**src/rtl/sum_window_accum.sv**
```systemverilog
// Accumulates fixed windows of 2**log2_win samples and presents each window sum
// and truncated average through a one-entry valid/ready output register.
module sum_window_accum #(
    parameter int unsigned size     = 8,
    parameter int unsigned log2_win = 3
) (
    input  logic                         Clk,
    input  logic                         Reset,
    input  logic [size-1:0]              Datain,
    input  logic                         Datain_valid,
    input  logic                         clear,
    output logic [size+log2_win-1:0]     Dataout,
    output logic [size-1:0]              Average,
    output logic                         Dataout_valid,
    input  logic                         Dataout_ready,
    output logic [log2_win-1:0]          Count,
    output logic                         overrun
);

    localparam int unsigned AccW = size + log2_win;

    typedef enum logic [0:0] {StIdle, StAccum} state_e;

    state_e                state_q, state_d;
    logic [AccW-1:0]       acc_q, acc_d;
    logic [log2_win-1:0]   count_q, count_d;
    logic [AccW-1:0]       dout_q, dout_d;
    logic [size-1:0]       avg_q, avg_d;
    logic                  valid_q, valid_d;
    logic                  overrun_q, overrun_d;

    logic                  accept;
    logic                  complete;
    logic                  out_free;
    logic [AccW-1:0]       acc_base;
    logic [AccW-1:0]       sum_full;

    always_ff @(posedge Clk) begin
        if (Reset) begin
            state_q <= StIdle;
        end else begin
            state_q <= state_d;
        end
    end

    always_comb begin
        state_d = state_q;
        if (clear) begin
            state_d = StIdle;
        end else if (Datain_valid && (state_q == StIdle)) begin
            state_d = StAccum;
        end
    end

    always_comb begin
        accept    = Datain_valid && !clear;
        // Count is all ones exactly when this sample is the Nth of the window.
        complete  = accept && (&count_q);
        out_free  = !valid_q || Dataout_ready;
        acc_base  = (state_q == StIdle) ? '0 : acc_q;
        sum_full  = acc_base + {{log2_win{1'b0}}, Datain};

        acc_d     = acc_q;
        count_d   = count_q;
        dout_d    = dout_q;
        avg_d     = avg_q;
        valid_d   = valid_q;
        overrun_d = overrun_q;

        if (clear) begin
            acc_d   = '0;
            count_d = '0;
        end else if (accept) begin
            acc_d   = complete ? '0 : sum_full;
            count_d = count_q + 1'b1;
        end

        if (valid_q && Dataout_ready) begin
            valid_d = 1'b0;
        end
        if (complete && out_free) begin
            dout_d  = sum_full;
            avg_d   = sum_full[AccW-1:log2_win];
            valid_d = 1'b1;
        end

        if (clear) begin
            overrun_d = 1'b0;
        end else if (complete && !out_free) begin
            overrun_d = 1'b1;
        end
    end

    always_ff @(posedge Clk) begin
        if (Reset) begin
            acc_q     <= '0;
            count_q   <= '0;
            dout_q    <= '0;
            avg_q     <= '0;
            valid_q   <= 1'b0;
            overrun_q <= 1'b0;
        end else begin
            acc_q     <= acc_d;
            count_q   <= count_d;
            dout_q    <= dout_d;
            avg_q     <= avg_d;
            valid_q   <= valid_d;
            overrun_q <= overrun_d;
        end
    end

    assign Dataout       = dout_q;
    assign Average       = avg_q;
    assign Dataout_valid = valid_q;
    assign Count         = count_q;
    assign overrun       = overrun_q;

endmodule

```
**config.mk**
```make
export PLATFORM = sky130hd
export DESIGN_NAME = sum_window_accum
export DESIGN_NICKNAME = d
export VERILOG_FILES = /design/src/rtl/sum_window_accum.sv
export SDC_FILE = /design/constraint.sdc
export NUM_CORES = 1
export LEC_CHECK = 0
export ABC_AREA = 0
export ABC_CLOCK_PERIOD_IN_PS = 2600
export CAP_MARGIN = 15
export CORE_MARGIN = 2
export CORE_UTILIZATION = 46
export CTS_CLUSTER_DIAMETER = 40
export CTS_CLUSTER_SIZE = 20
export DETAILED_ROUTE_END_ITERATION = 10
export PLACE_DENSITY = 0.75
export SLEW_MARGIN = 20
export SYNTH_ARGS = -nofsm -noshare
export SYNTH_HDL_FRONTEND = slang
export SYNTH_SLANG_ARGS = --single-unit
```
**constraint.sdc**
```tcl
create_clock -name Clk -period 2.6 [get_ports Clk]
set_input_delay 0.26 -clock Clk [delete_from_list [all_inputs] [get_ports Clk]]
set_output_delay 0.26 -clock Clk [all_outputs]
set_load 0.01 [all_outputs]
```
==> impl_metrics.ini, run 1 <==
[run_status]
status = completed

[setup_path]
crit_buf_inv = 1
critPathLaunchType = register
critical_path_depth = 8
worstReg2RegStart = state_q
r2r_slack_ns = 0.23
worstPathArrival_ns = 2.58
cp_top_family = simple AND/OR/NAND/NOR gates
endpoint_kind = register
r2r_cells = 8
required_ns = 2.81
reg2reg_to = Dataout[9]
cp_slowest_cell = dfxtp_1
crit_fanout = 12
path_class = reg2reg
cpPeakStageDelay_ns = 0.50
path_cells = buf_4 > and2_1 > ha_1 > a21oi_2 > nand2b_1 > o311ai_4 > or3b_1 > o211ai_1

[power_and_ir_drop]
power_uw = 762
ir_worst_vdd_v = 0.000277
leakagePower_uw = 0.000788
power.density_nw_per_um2 = 362

[logic_synthesis]
synth.top_cells.by_area = dfxtp_1 33%, ha_1 7.3%, buf_4 4.4%
synth_edf_count = 0
synth-async-reset-ratio_pct = 0
synth-simple-area-share_pct = 22.9
synth_seq_area_share_pct = 32.5
synth_top_area_cell = dfxtp_1
synth-main-ff-cell = dfxtp_1
yosysWarningCount = 0
synthXorXnorAreaFrac_pct = 2.03
synth-adder-area-share_pct = 8.42
synth_top_area_share_pct = 32.5
synth-compound-area-share_pct = 24.3
synth_top_family_by_area = compound AO/OA/AOI/OAI gates
syn_area_per_cell_um2 = 8.61
yosys-mux-area-fraction_pct = 1.74
syn_inst = 200
syn_area_um2 = 1720
synth-seq-cells = 28
synth_fp_nets = 224
yosysUniqueCellTypes = 54

[cts]
cts_buffers = 3
cts_tree = done
clock-root-buffer = clkbuf_8
cts_buffer_depth = 2
clkSlewWorstSetupHoldPaths_ns = 0.10
postCtsHoldBufs = 0
cts.sinks = 28
htree_levels = 1
post_cts_buffers = 0
worstSkewPairLatency_ns = 0.28
cts_resized = 0

[global_routing]
grt_pass1_wl_um = 6480
grt_usage_pct = 19.2
grt_pass1_vias = 1424
grt_max_degree = 17
overflow = 0
antenna_found_initial = 0

[layout]
antenna_cells = 0
drive_gt1_share_pct = 9.82
area_delta_synth_final_pct = 22.0
final_cell_mix = 36 x clkdlybuf4s50_1, 28 x dfxtp_1, 18 x nor2_1, 15 x nand2_1, 12 x a21oi_1
final_util_pct = 57.9
final_common_cell = clkdlybuf4s50_1
layout.nets = 250

[sta]
max_slew_margin_pct = 64.2
worst_pin_slew_ns = 0.535
holdWs_ns = 0.456
hold_viol = 0
max_freq_mhz = 422
fin_crit_sh_pct = 91.1
drv_slew = 0
setup_viol_count_final = 0
layout_min_cycle_time_ns = 2.37
worst_slack_ns = 0.231
worst_clock_skew_ns = 0.0100
tns_ns = 0
rsz0062_at_grt = false

[placement]
place_congestion = 0.860
hpwl_um = 2810
port_buffers = 36
place_ws_ns = 0.188

[hold_path]
holdCritPathClass = reg2reg
min_delay_path_depth = 2
hp-start = acc_q[7]
min_to = acc_q[7]

[die]
die_h_um = 65.2
initial_core_util_pct = 47.4
core_um2 = 3630
io_pins = 37
die_w_um = 65.2
rows = 22
die-area_um2 = 4250

[drt]
vias = 1489
wl_um = 3760
wl_per_cell_um = 13.8
drt_iter0_markers = 120
drtPass1Iterations = 4
viasPerCell = 5.47
drc = 0
drt.antenna.violating_nets = 0

[run]
drv_cap = 0
worst max path at each step:
stage	end	slack (ns)	from
3_5_place_dp	acc_q[10]	0.19	Datain[0]
2_1_floorplan	acc_q[10]	0.19	state_q
6_report	Dataout[9]	0.23	state_q
5_1_grt	Dataout[9]	0.05	state_q
3_3_place_gp	acc_q[10]	0.24	Datain[0]
4_1_cts	Dataout[9]	0.23	state_q
through the flow:
step,std cells,area [µm²]
2_1_floorplan,200,1720
3_3_place_gp,269,2060
3_5_place_dp,269,2060
4_1_cts,272,2100
5_1_grt,272,2100
6_report,272,2100
kinds of logic after synthesis:
family	count (synthesis)
AND/OR/NAND/NOR	74
buffers and inverters	26
multiplexers	3
flip-flops	28
AO/OA/AOI/OAI	54
adder cells (fa/ha/maj)	11
XOR/XNOR	4
power breakdown:
part | switching, µW | internal, µW | total [µW]
sequential | 4.28 | 434 | 438
clock | 130 | 104 | 234
combinational | 45.8 | 44.0 | 89.8
total | 180 | 582 | 762
sequential cells by signal, summed over array words and instances, names as in the netlist:
| name | flops |
|---|---|
| Dataout_valid | 1 |
| Count | 3 |
| Dataout | 11 |
| overrun | 1 |
| state_q | 1 |
| acc_q | 11 |
layer usage:
metal | vias to the layer above | routed length (µm) | track usage (%)
li1 | 753 | - | -
met1 | 687 | 1790 | 24.4
met2 | 40 | 1720 | 32.1
met3 | 9 | 174 | 4.28
met4 | 0 | 72 | 6.25
met5 | - | 0 | 0
cells in the mapped netlist (2+ instances only):
master,n
a21oi_1,12
inv_1,7
nand3_1,5
o21a_1,3
a22oi_1,2
nor2_1,18
buf_2,3
a21o_1,2
xnor2_1,4
a21oi_2,2
and2_1,7
nor3b_1,2
nor3_1,5
a22o_1,2
o211ai_1,5
nand2b_1,4
a211oi_1,4
ha_1,10
mux2i_1,3
clkbuf_1,6
nand3b_1,3
and3_1,3
nand2_1,15
buf_4,10
o21ai_0,7
dfxtp_1,28
tightest hold or removal path: stages (launching register included):
cell     delay [ns]
dfxtp_1        0.33
nand2_1        0.04
o21ai_0        0.05
layout make-up:
| cell class | count | area, µm² |
|---|---|---|
| tap | 48 | 60.1 |
| multi-input combinational | 146 | 1020 |
| sequential | 28 | 561 |
| fill | 350 | 1530 |
| inverter | 7 | 26.3 |
| clock buffer | 3 | 41.3 |
| timing repair buffer | 40 | 390 |
(Power assumes the default switching activity.)
==> run 2, diff against run 1 <==
CTS_BUF_LIST = sky130_fd_sc_hd__clkbuf_16   (was default)
==> run 2 against run 1 <==
Effect of this change: clock-buffer cell count did not move; combinational power about the same; clock skew is 0.0022 ns lower; largest cell class unchanged; setup slack better by 0.0065 ns; routed wire length up 0.56%; register-to-register slack barely moved.
==> impl_metrics.ini, run 2 (same netlist as run 1, synthesis figures left out) <==
[setup_path]
startpoint = state_q
critPathLaunchType = register
crit_fanout = 12
path_cells = buf_4 > and2_1 > ha_1 > a21oi_2 > nand2b_1 > o311ai_4 > or3b_1 > o211ai_1
worstReg2RegStart = state_q
required_ns = 2.79
endpoint_kind = register
cp_slowest_cell = dfxtp_1
path_class = reg2reg
reg2reg_to = Dataout[9]
r2r_slack_ns = 0.24
cp_top_family = simple AND/OR/NAND/NOR gates
r2r_cells = 8
worstPathArrival_ns = 2.55
crit_buf_inv = 1
cpPeakStageDelay_ns = 0.48

[layout]
area_delta_synth_final_pct = 24.0
antenna_cells = 0
drive_gt1_share_pct = 9.82
final_common_cell = clkdlybuf4s50_1
final_cell_mix = 36 x clkdlybuf4s50_1, 28 x dfxtp_1, 18 x nor2_1, 15 x nand2_1, 12 x a21oi_1
final_util_pct = 58.8
layout.nets = 250

[drt]
drtPass1Iterations = 4
vias = 1497
drc = 0
wl_met1_um = 1730
top_layer = met4
drt_iter0_markers = 103
wl_met2_um = 1770
viasPerCell = 5.50
route.met3.wl_um = 218
wl_per_cell_um = 13.9
drt.antenna.violating_nets = 0
wl_um = 3780

[sta]
worst_clock_skew_ns = 0.00786
fin_crit_sh_pct = 90.9
tns_ns = 0
worst_pin_slew_ns = 0.578
max_slew_margin_pct = 61.3
max_freq_mhz = 423
rsz0062_at_grt = false
layout_min_cycle_time_ns = 2.36
drv_slew = 0
hold_viol = 0
setup_viol_count_final = 0

[global_routing]
grt_max_degree = 17
grt_pass1_wl_um = 6510
antenna_found_initial = 0
overflow = 0
grt_pass1_vias = 1421
grt_usage_pct = 19.3

[power_and_ir_drop]
power.share.switching_pct = 21.8
share_comb_of_total_power_pct = 10.3
p_sw_uw = 190
seq_power_share_pct = 50.3
clock_power_share_pct = 39.4
leakagePower_uw = 0.000803
intPower_uw = 682
ir_worst_vdd_v = 0.000397
power.density_nw_per_um2 = 408

[cts]
post_cts_buffers = 0
cts_buffers = 3
cts.sinks = 28
worstSkewPairLatency_ns = 0.26
clkSlewWorstSetupHoldPaths_ns = 0.07
cts_buffer_depth = 2
htree_levels = 1
cts_resized = 0
cts_tree = done
postCtsHoldBufs = 0
clock-root-buffer = clkbuf_16

[die]
die_h_um = 65.2
core_um2 = 3630
die_w_um = 65.2
initial_core_util_pct = 47.4
die-area_um2 = 4250
io_pins = 37
rows = 22

[hold_path]
holdCritPathClass = reg2reg
hp-start = acc_q[7]
min_to = acc_q[7]
min_delay_path_depth = 2

[placement]
place_congestion = 0.860
port_buffers = 36
hpwl_um = 2810

[run_status]
status = completed

[run]
drv_cap = 0
run 2: changes by cell type in the layout (fill, tap and decap cells not counted):
| cell | previous run | this run |
|---|---|---|
| clkbuf_16 | 0 | 3 |
| clkbuf_8 | 3 | 0 |
run 2: cell type report:
type | instances | area, µm²
multi-input cells | 146 | 1020
inverters | 7 | 26.3
repair buffers | 40 | 390
flip-flops and latches | 28 | 561
well taps | 48 | 60.1
fillers | 341 | 1500
clock buffers | 3 | 75.1
run 2: stage by stage:
step	setup WS, ns	power, µW	cell area (µm²)	cells	hold WS [ns]
after floorplan	0.189	502	1720	200	0.417
after global placement	0.235	536	2060	269	0.431
after detailed placement	0.188	537	2060	269	0.436
after CTS	0.233	878	2140	272	0.452
after global routing	0.0314	905	2140	272	0.487
final	0.237	872	2140	272	0.448
run 2: worst max path at each step:
stage / to / slack [ns] / cells past startpoint
after global routing: Dataout[6] / 0.03 / 9
final: Dataout[9] / 0.24 / 8
after floorplan: acc_q[10] / 0.19 / 11
after global placement: acc_q[10] / 0.24 / 9
after detailed placement: acc_q[10] / 0.19 / 9
after CTS: Dataout[9] / 0.23 / 8
run 2: power groups by stage:
stage	sequential, µW	clock (µW)	combinational, µW
6_report	438	344	89.7
2_1_floorplan	447	0	55.1
3_5_place_dp	448	0	88.5
5_1_grt	439	368	98.4
4_1_cts	438	350	89.7
3_3_place_gp	448	0	88.5
run 2: metal layers:
layer | up-vias | global-route usage [%]
met5 | - | 0
met4 | 0 | 5.99
met3 | 4 | 4.79
met2 | 45 | 32.1
met1 | 698 | 24.6
li1 | 750 | -
run 2: worst register-to-register path: stages, from the launching register on:
cell,delay [ns]
dfxtp_1,0.48
buf_4,0.24
and2_1,0.15
ha_1,0.32
a21oi_2,0.21
nand2b_1,0.11
o311ai_4,0.31
or3b_1,0.38
o211ai_1,0.09
==> run 3, diff against run 2 <==
MAX_ROUTING_LAYER = met4   (was default)
SLEW_MARGIN = 10   (was 20)
==> run 3 against run 2 <==
Effect of this change: die area unchanged; clock-buffer cell count unchanged; largest power group unchanged; design area unchanged; largest cell class unchanged; clock skew about the same; setup slack about the same; routed wire length up 0.19%; hold slack unchanged; final cell count unchanged; sequential power about the same; core utilization unchanged; clock power about the same; sequential cell count unchanged.
==> impl_metrics.ini, run 3 (same netlist as run 1, synthesis figures left out) <==
[setup_path]
r2r_cells = 8
path_class = reg2reg
required_ns = 2.79
endpoint_kind = register
critPathLaunchType = register
worstReg2RegStart = state_q
r2r_slack_ns = 0.24
cp-endpoint = Dataout[9]
startpoint = state_q
crit_fanout = 12
reg2reg_to = Dataout[9]
worstPathArrival_ns = 2.55

[die]
rows = 22
die_w_um = 65.2
die-area_um2 = 4250
core_um2 = 3630
io_pins = 37
initial_core_util_pct = 47.4
die_h_um = 65.2

[power_and_ir_drop]
ir_worst_vdd_v = 0.000397
power.density_nw_per_um2 = 408
leakagePower_uw = 0.000803
power_uw = 872

[cts]
worstSkewPairLatency_ns = 0.26
cts_buffers = 3
htree_levels = 1
cts_buffer_depth = 2
cts_resized = 0
postCtsHoldBufs = 0
cts_tree = done
post_cts_buffers = 0
clock-root-buffer = clkbuf_16
cts.sinks = 28
clkSlewWorstSetupHoldPaths_ns = 0.07

[drt]
drt_iter0_markers = 100
drc = 0
drt.antenna.violating_nets = 0
wl_per_cell_um = 13.9
viasPerCell = 5.51
drtPass1Iterations = 4
wl_um = 3780
vias = 1500

[run_status]
status = completed

[sta]
fin_crit_sh_pct = 90.9
hold_viol = 0
tns_ns = 0
setup_viol_count_final = 0
drv_slew = 0
layout_min_cycle_time_ns = 2.36
max_freq_mhz = 423
rsz0062_at_grt = false
max_slew_margin_pct = 61.3
worst_clock_skew_ns = 0.00787
worst_pin_slew_ns = 0.578

[layout]
fillers = 341
drive_gt1_share_pct = 9.82
layout.nets = 250
final_cell_mix = 36 x clkdlybuf4s50_1, 28 x dfxtp_1, 18 x nor2_1, 15 x nand2_1, 12 x a21oi_1
antenna_cells = 0
area_delta_synth_final_pct = 24.0
seq_area_um2 = 561
multi_input_area_um2 = 1020
final_common_cell = clkdlybuf4s50_1

[placement]
place_congestion = 0.874
port_buffers = 36
hpwl_um = 2810

[global_routing]
grt_usage_pct = 19.8
grt_pass1_vias = 1423
grt_max_degree = 17
antenna_found_initial = 0
overflow = 0
grt_pass1_wl_um = 6500

[hold_path]
holdCritPathClass = reg2reg
min_delay_path_depth = 2

[run]
drv_cap = 0
-- run 3: cell counts in the layout (fill, tap and decap cells not counted) --
Identical to the previous run, type by type.
-- run 3: final cells by class --
cell class / count / area share (%)
repair buffers: 40 / 18.3
clock buffers: 3 / 3.51
multi-input cells: 146 / 47.9
inverters: 7 / 1.23
flip-flops and latches: 28 / 26.2
well taps: 48 / 2.81
-- run 3: per-layer routing --
| metal | track usage [%] | up-vias | wire (µm) |
|---|---|---|---|
| met2 | 32.1 | 45 | 1760 |
| met4 | 5.99 | 0 | 65 |
| li1 | - | 750 | - |
| met5 | - | - | 0 |
| met3 | 4.62 | 6 | 206 |
| met1 | 24.7 | 699 | 1750 |
-- run 3: how the worst min path moves through the flow --
stage	startpoint	slack, ns	to
2_1_floorplan	acc_q[6]	0.42	acc_q[6]
3_3_place_gp	acc_q[6]	0.43	acc_q[6]
3_5_place_dp	acc_q[7]	0.44	acc_q[7]
4_1_cts	acc_q[7]	0.45	acc_q[7]
5_1_grt	acc_q[7]	0.49	acc_q[7]
6_report	acc_q[7]	0.45	acc_q[7]
-- run 3: metrics by stage --
stage                     utilization (%)  hold slack [ns]  instances  instance area [µm²]  setup slack (ns)
after floorplan                         -            0.417        200                 1720             0.189
after global placement               56.7            0.431        269                 2060             0.235
after detailed placement             56.7            0.436        269                 2060             0.188
after CTS                            58.8            0.452        272                 2140             0.233
after global routing                 58.8            0.487        272                 2140            0.0314
final                                58.8            0.448        272                 2140             0.238
-- run 3: report_power, final --
part / leakage (µW) / switching (µW) / total [µW] / internal, µW
clock network: 0.0000370 / 140 / 344 / 204
logic: 0.000540 / 45.8 / 89.8 / 44.0
registers: 0.000226 / 4.27 / 438 / 434
-- run 3: worst max-delay path, cell delays in order, from the launching register on --
cell,delay (ns)
dfxtp_1,0.48
buf_4,0.24
and2_1,0.15
ha_1,0.32
a21oi_2,0.21
nand2b_1,0.11
o311ai_4,0.31
or3b_1,0.38
o211ai_1,0.09
